`config.mk`:
```
export PLATFORM = sky130hd
export DESIGN_NAME = mdr_mem_unit
export DESIGN_NICKNAME = d
export VERILOG_FILES = /design/src/rtl/cpu_pkg.sv /design/src/rtl/mdr_mem_unit_fsm.sv /design/src/rtl/mdr_mem_unit.sv
export SDC_FILE = /design/constraint.sdc
export NUM_CORES = 1
export LEC_CHECK = 0
export ABC_AREA = 1
export CORE_UTILIZATION = 37
export CTS_CLUSTER_SIZE = 28
export DETAILED_ROUTE_END_ITERATION = 12
export HOLD_SLACK_MARGIN = 0.05
export MAX_ROUTING_LAYER = met4
export PLACE_DENSITY = 0.75
export SYNTH_ARGS = -nofsm -noshare
export SYNTH_HDL_FRONTEND = slang
export SYNTH_SLANG_ARGS = --single-unit
```
`constraint.sdc`:
```
create_clock -name clk -period 1.1 [get_ports clk]
set_input_delay 0.22 -clock clk [delete_from_list [all_inputs] [get_ports clk]]
set_output_delay 0.22 -clock clk [all_outputs]
set_load 0.01 [all_outputs]
```
`src/rtl/cpu_pkg.sv`:
```
// Shared datapath constants and the MDR transaction state type.
package cpu_pkg;

  localparam int DATA_W      = 32;
  localparam int ADDR_W      = 9;
  localparam int TIMEOUT_CYC = 16;

  typedef enum logic [1:0] {
    IDLE    = 2'd0,
    RD_WAIT = 2'd1,
    WR_WAIT = 2'd2
  } mdr_state_t;

endpackage

```
`src/rtl/mdr_mem_unit_fsm.sv`:
```
// Memory handshake sequencer for the MDR: state, registered request outputs and,
// when MDR_TIMEOUT_EN is defined, a wait-cycle counter that aborts stalled requests.
module mdr_mem_fsm
  import cpu_pkg::*;
#(
  parameter int DATA_W      = cpu_pkg::DATA_W,
  parameter int ADDR_W      = cpu_pkg::ADDR_W,
  parameter int TIMEOUT_CYC = cpu_pkg::TIMEOUT_CYC
) (
  input  logic              clk,
  input  logic              clr,
  input  logic              rd_start,
  input  logic              wr_start,
  input  logic              mem_ack,
  input  logic [ADDR_W-1:0] addr_in,
  input  logic [DATA_W-1:0] mdr_q,
  output logic              mem_req,
  output logic              mem_we,
  output logic [ADDR_W-1:0] mem_addr,
  output logic [DATA_W-1:0] mem_wdata,
  output logic              busy,
  output logic              mdr_done,
  output logic              mem_err,
  output logic              rd_load
);

  mdr_state_t        state_q, state_nxt;
  logic              req_nxt, we_nxt, done_nxt, busy_nxt;
  logic [ADDR_W-1:0] addr_nxt;
  logic [DATA_W-1:0] wdata_nxt;

`ifdef MDR_TIMEOUT_EN
  localparam int CNT_W = (TIMEOUT_CYC > 1) ? $clog2(TIMEOUT_CYC) : 1;
  localparam logic [CNT_W-1:0] CNT_LAST = CNT_W'(TIMEOUT_CYC - 1);

  logic [CNT_W-1:0] cnt_q, cnt_nxt;
  logic             err_q, err_nxt;
`else
  localparam int unused_timeout_cyc = TIMEOUT_CYC;
`endif

  // MDR capture happens on the same edge that retires a read.
  assign rd_load = (state_q == RD_WAIT) && mem_ack;

  always_comb begin
    state_nxt = state_q;
    req_nxt   = mem_req;
    we_nxt    = mem_we;
    addr_nxt  = mem_addr;
    wdata_nxt = mem_wdata;
    done_nxt  = 1'b0;
`ifdef MDR_TIMEOUT_EN
    cnt_nxt   = cnt_q;
    err_nxt   = 1'b0;
`endif
    case (state_q)
      IDLE: begin
        // Write has priority over a simultaneous read request.
        if (wr_start) begin
          addr_nxt  = addr_in;
          wdata_nxt = mdr_q;
          req_nxt   = 1'b1;
          we_nxt    = 1'b1;
          state_nxt = WR_WAIT;
`ifdef MDR_TIMEOUT_EN
          cnt_nxt   = '0;
`endif
        end else if (rd_start) begin
          addr_nxt  = addr_in;
          req_nxt   = 1'b1;
          we_nxt    = 1'b0;
          state_nxt = RD_WAIT;
`ifdef MDR_TIMEOUT_EN
          cnt_nxt   = '0;
`endif
        end
      end
      RD_WAIT, WR_WAIT: begin
        if (mem_ack) begin
          req_nxt   = 1'b0;
          done_nxt  = 1'b1;
          state_nxt = IDLE;
`ifdef MDR_TIMEOUT_EN
        end else if (cnt_q == CNT_LAST) begin
          req_nxt   = 1'b0;
          err_nxt   = 1'b1;
          state_nxt = IDLE;
        end else begin
          cnt_nxt   = cnt_q + CNT_W'(1);
`endif
        end
      end
      default: begin
        req_nxt   = 1'b0;
        state_nxt = IDLE;
      end
    endcase
    busy_nxt = (state_nxt != IDLE);
  end

  always_ff @(posedge clk or negedge clr) begin
    if (!clr) begin
      state_q   <= IDLE;
      mem_req   <= 1'b0;
      mem_we    <= 1'b0;
      mem_addr  <= '0;
      mem_wdata <= '0;
      busy      <= 1'b0;
      mdr_done  <= 1'b0;
    end else begin
      state_q   <= state_nxt;
      mem_req   <= req_nxt;
      mem_we    <= we_nxt;
      mem_addr  <= addr_nxt;
      mem_wdata <= wdata_nxt;
      busy      <= busy_nxt;
      mdr_done  <= done_nxt;
    end
  end

`ifdef MDR_TIMEOUT_EN
  always_ff @(posedge clk or negedge clr) begin
    if (!clr) begin
      cnt_q <= '0;
      err_q <= 1'b0;
    end else begin
      cnt_q <= cnt_nxt;
      err_q <= err_nxt;
    end
  end

  assign mem_err = err_q;
`else
  assign mem_err = 1'b0;
`endif

endmodule

```
`src/rtl/mdr_mem_unit.sv`:
```
// Memory Data Register with bus/memory source mux and memory read/write handshake.
// Optional request timeout is enabled by defining MDR_TIMEOUT_EN.
module mdr_mem_unit
  import cpu_pkg::*;
#(
  parameter int DATA_W      = cpu_pkg::DATA_W,
  parameter int ADDR_W      = cpu_pkg::ADDR_W,
  parameter int TIMEOUT_CYC = cpu_pkg::TIMEOUT_CYC
) (
  input  logic              clk,
  input  logic              clr,
  input  logic [DATA_W-1:0] BusMuxOut,
  input  logic              MDRin,
  input  logic [DATA_W-1:0] mar_q,
  input  logic              rd_start,
  input  logic              wr_start,
  input  logic [DATA_W-1:0] mem_rdata,
  input  logic              mem_ack,
  output logic              mem_req,
  output logic              mem_we,
  output logic [ADDR_W-1:0] mem_addr,
  output logic [DATA_W-1:0] mem_wdata,
  output logic [DATA_W-1:0] BusMuxIn_MDR,
  output logic              mdr_busy,
  output logic              mdr_done,
  output logic              mem_err
);

  logic [DATA_W-1:0] mdr_q;
  logic              busy;
  logic              rd_load;
  logic              unused_mar_hi;

  // Only the word-address bits of the MAR reach memory.
  assign unused_mar_hi = ^mar_q[DATA_W-1:ADDR_W];

  mdr_mem_fsm #(
    .DATA_W      (DATA_W),
    .ADDR_W      (ADDR_W),
    .TIMEOUT_CYC (TIMEOUT_CYC)
  ) u_fsm (
    .clk       (clk),
    .clr       (clr),
    .rd_start  (rd_start),
    .wr_start  (wr_start),
    .mem_ack   (mem_ack),
    .addr_in   (mar_q[ADDR_W-1:0]),
    .mdr_q     (mdr_q),
    .mem_req   (mem_req),
    .mem_we    (mem_we),
    .mem_addr  (mem_addr),
    .mem_wdata (mem_wdata),
    .busy      (busy),
    .mdr_done  (mdr_done),
    .mem_err   (mem_err),
    .rd_load   (rd_load)
  );

  // Bus loads are only honoured in IDLE; read data lands only while busy.
  always_ff @(posedge clk or negedge clr) begin
    if (!clr) begin
      mdr_q <= '0;
    end else if (!busy && MDRin) begin
      mdr_q <= BusMuxOut;
    end else if (rd_load) begin
      mdr_q <= mem_rdata;
    end
  end

  assign BusMuxIn_MDR = mdr_q;
  assign mdr_busy     = busy;

endmodule

```
==> out/results.txt, run 1 <==
run status - complete, but fails checks
failing checks - setup timing
via count - 3581
Total GRT Usage - 0.204
Post-synth EDFFs - 0
worst clock skew - 0.0167 ns
post-layout min period - 1.31 ns
critical path data arrival time - 1.57 ns
crit-path leading delay family - flip-flops
final worst setup slack - -0.205 ns
post-route clock period utilization - 1.19
Post-Synth XOR/XNOR Area - 0
CTS Sinks - 79
Comb power frac - 0.543
Antenna diodes - 0
# DRC - 0
vias in the first global route - 3414
Area contributors post-synth - dfrtp_1 (53%), nand2_1 (13%), inv_1 (11%)
switching share of power - 0.389
root buf cell - clkbuf_8
initial antenna violation count - 0
first-pass detailed-route iteration total - 4
WP data required - 1.37 ns
Pins Over Slew Limit - 0
PwrDens - 2700 nW/um2
register area - 1980 um2
CP max stage cell - dfrtp_1
CP most frequent cell - o21ai_1
Clk network pwr share - 0.131
CTS max path bufs - 2
worst skew pair latency - 0.35 ns
setup slack, reg-to-reg - -0.21 ns
fillcell total - 873
Hold Worst Slack - 0.405 ns
clock slew at reported path FFs - 0.09 ns
R2R Path End - BusMuxIn_MDR[15]$_DFFE_PN0P_
Cell Chain, Critical Path - inv_2 -> ha_2 -> nand2_4 -> buf_12 -> o21ai_1 -> nand2_1 -> o21ai_1
async set-reset flop share out of synthesis - 1.00
top cells by count, synth - nand2_1 (133), inv_1 (107), dfrtp_1 (79)
routed vias/inst - 4.45
crit path launch - u_fsm.state_q[1]$_DFF_PN0_
FF+latch count, synth - 79
Mapped Cells - 453
row cnt - 36
CP Class - flip-flop to flip-flop
die width - 102 um
Simple-Gate Fraction of Synth Area - 0.150
Mapped Avg Cell Area - 8.18 um2
RSZ-0062 raised after global routing - true
die height - 102 um
fmax - 0.766 GHz
count leader, synth - nand2_1
largest family of logic cells by synthesized area - buffers and inverters
Seq pwr share - 0.325
DRT antenna net count - 0
gr ovfl total - 0
commonest register cell after synthesis - dfrtp_1
synthesized net count - 558
Cell variety after synth - 19
Final Hold Vio Count - 0
Static Leak - 3.20 nW
leading area contributor after synthesis - dfrtp_1
Buf/Inv on CP - 2
max-cap violation count - 0
CP Depth - 7
sequential share of the synthesized area - 0.534
CP Launch Type - flip-flop
Yosys warning total - 0
Worst Path Max Fanout - 23
reg2reg path depth - 7
sw power - 6.23 mW
hold path depth - 3
Inserted Clock Buffers - 9
DP Worst Slack - -0.321 ns
DP Wirelength - 6.78 mm
die area - 10400 um2
Nets - 772
worst r2r src - u_fsm.state_q[1]$_DFF_PN0_
number of port buffers - 155
CTS tree - yes
htree depth - 3
core area - 9730 um2
crit-path max cell delay - 0.40 ns
drt initial violations - 84
Synth Area in Compound Gates - 0.152
capture point of the critical path - BusMuxIn_MDR[15]$_DFFE_PN0P_
Min-Delay Path Class - input port to flip-flop
post-synth top area share - 0.534
mux cell area share after synthesis - 0
Top Ports - 180
area of the multi-input gates - 1270 um2
first-pass GRT wire length - 15.9 mm
Internal - 9.78 mW
crit end category - flip-flop
peak supply drop - 1210 uV
largest net degree at the start of global routing - 80
Layout area overhead - 59.9%
setup violators final - 93
adder-cell share of the synthesized area - 0.0101
Mapped Area - 3700 um2
GP Congestion - 0.774
mean routed wirelength per cell - 12.9 um
Routed Wire Length - 10.4 mm
Initial Utilization - 0.381
share of layout cells above drive strength 1 - 0.317
sequential cells by signal, indices dropped and copies added (netlist names):
register / flops
u_fsm.mem_wdata: 32
u_fsm.busy: 1
BusMuxIn_MDR: 32
u_fsm.mdr_done: 1
u_fsm.state_q: 2
u_fsm.mem_addr: 9
u_fsm.mem_req: 1
u_fsm.mem_we: 1
timing repair:
item / 4_1_cts / 5_1_grt
resized for setup: 317 / 36
hold endpoints to repair: 79 / 0
cloned: 1 / 0
endpoints found under the setup margin: 155 / 154
pin swaps: 4 / 7
hold buffers: 1 / 0
setup buffers: 23 / 24
logic make-up after synthesis:
family                     count (synthesis)
other                                      1
adders and majority gates                  3
and+or+nand+nor                          142
AOI/OAI and AO/OA                         99
buffers and inverters                    129
DFF                                       79
cells in the final DEF (no fill, tap or decap), types with 12 or more instances in the layout:
master and n:
nand2_1 123, buf_4 55, dfrtp_1 79, buf_2 59
o21ai_1 69, buf_6 20, clkdlybuf4s50_1 77, inv_1 103
nand2_2 12, o21ai_2 26
layout make-up:
cell class | count | area share
Timing Repair Buffer | 223 | 0.323
Inverter | 109 | 0.0695
Clock buffer | 10 | 0.0215
Sequential cell | 79 | 0.334
Multi-Input combinational cell | 245 | 0.214
Tap cell | 133 | 0.0281
Clock inverter | 6 | 0.0103
how the worst min path moves through the flow:
stage	start	to	slack (ns)
6_report	mar_q[6]	u_fsm.mem_addr[6]$_DFFE_PN0P_	0.41
5_1_grt	mar_q[3]	u_fsm.mem_addr[3]$_DFFE_PN0P_	0.40
4_1_cts	mar_q[3]	u_fsm.mem_addr[3]$_DFFE_PN0P_	0.39
3_5_place_dp	clr	u_fsm.mem_wdata[21]$_DFFE_PN0P_	0.28
3_3_place_gp	clr	u_fsm.mem_wdata[19]$_DFFE_PN0P_	0.27
2_1_floorplan	clr	BusMuxIn_MDR[0]$_DFFE_PN0P_	-0.08
layer usage:
layer	up-vias	global-route usage	wire (um)
li1	1785	-	-
met1	1658	0.238	4390
met2	121	0.345	5300
met3	17	0.0376	552
met4	0	0.0835	183
met5	-	-	0
worst reg2reg max path, cell delays in order, from the launching register on:
cell and delay (ns):
dfrtp_1 0.40, inv_2 0.07, ha_2 0.18, nand2_4 0.07, buf_12 0.17, o21ai_1 0.15
nand2_1 0.09, o21ai_1 0.08
power groups by stage:
| stage | Sequential, mW | Clock, mW | Combinational (mW) |
|---|---|---|---|
| after floorplan | 5.84 | 0 | 3.14 |
| after global placement | 5.19 | 0 | 7.90 |
| after detailed placement | 5.22 | 0 | 8.13 |
| after CTS | 5.14 | 2.15 | 7.69 |
| after global routing | 5.36 | 2.28 | 9.50 |
| final | 5.21 | 2.10 | 8.70 |
per-stage QoR:
stage	util	instance area, um2	TNS [ns]	instances	power (mW)
final	0.609	5930	-11.45	805	16.0
after global routing	0.609	5930	-18.41	805	17.1
after CTS	0.579	5630	-11.91	781	15.0
after detailed placement	0.570	5540	-19.51	740	13.3
after global placement	0.570	5540	-17.66	740	13.1
after floorplan	-	3740	-4.99	453	8.98
No activity file was read; power rests on OpenSTA's default activity.
==> run 2, diff against run 1 <==
--- a/config.mk
+++ b/config.mk
@@ -9,6 +9,7 @@
 export CORE_UTILIZATION = 37
 export CTS_CLUSTER_SIZE = 28
 export DETAILED_ROUTE_END_ITERATION = 12
+export GPL_ROUTABILITY_DRIVEN = 0
 export HOLD_SLACK_MARGIN = 0.05
 export MAX_ROUTING_LAYER = met4
 export PLACE_DENSITY = 0.75
==> results of run 2 <==
Same layout as run 1: the final DEF is identical, and so are final timing and power.
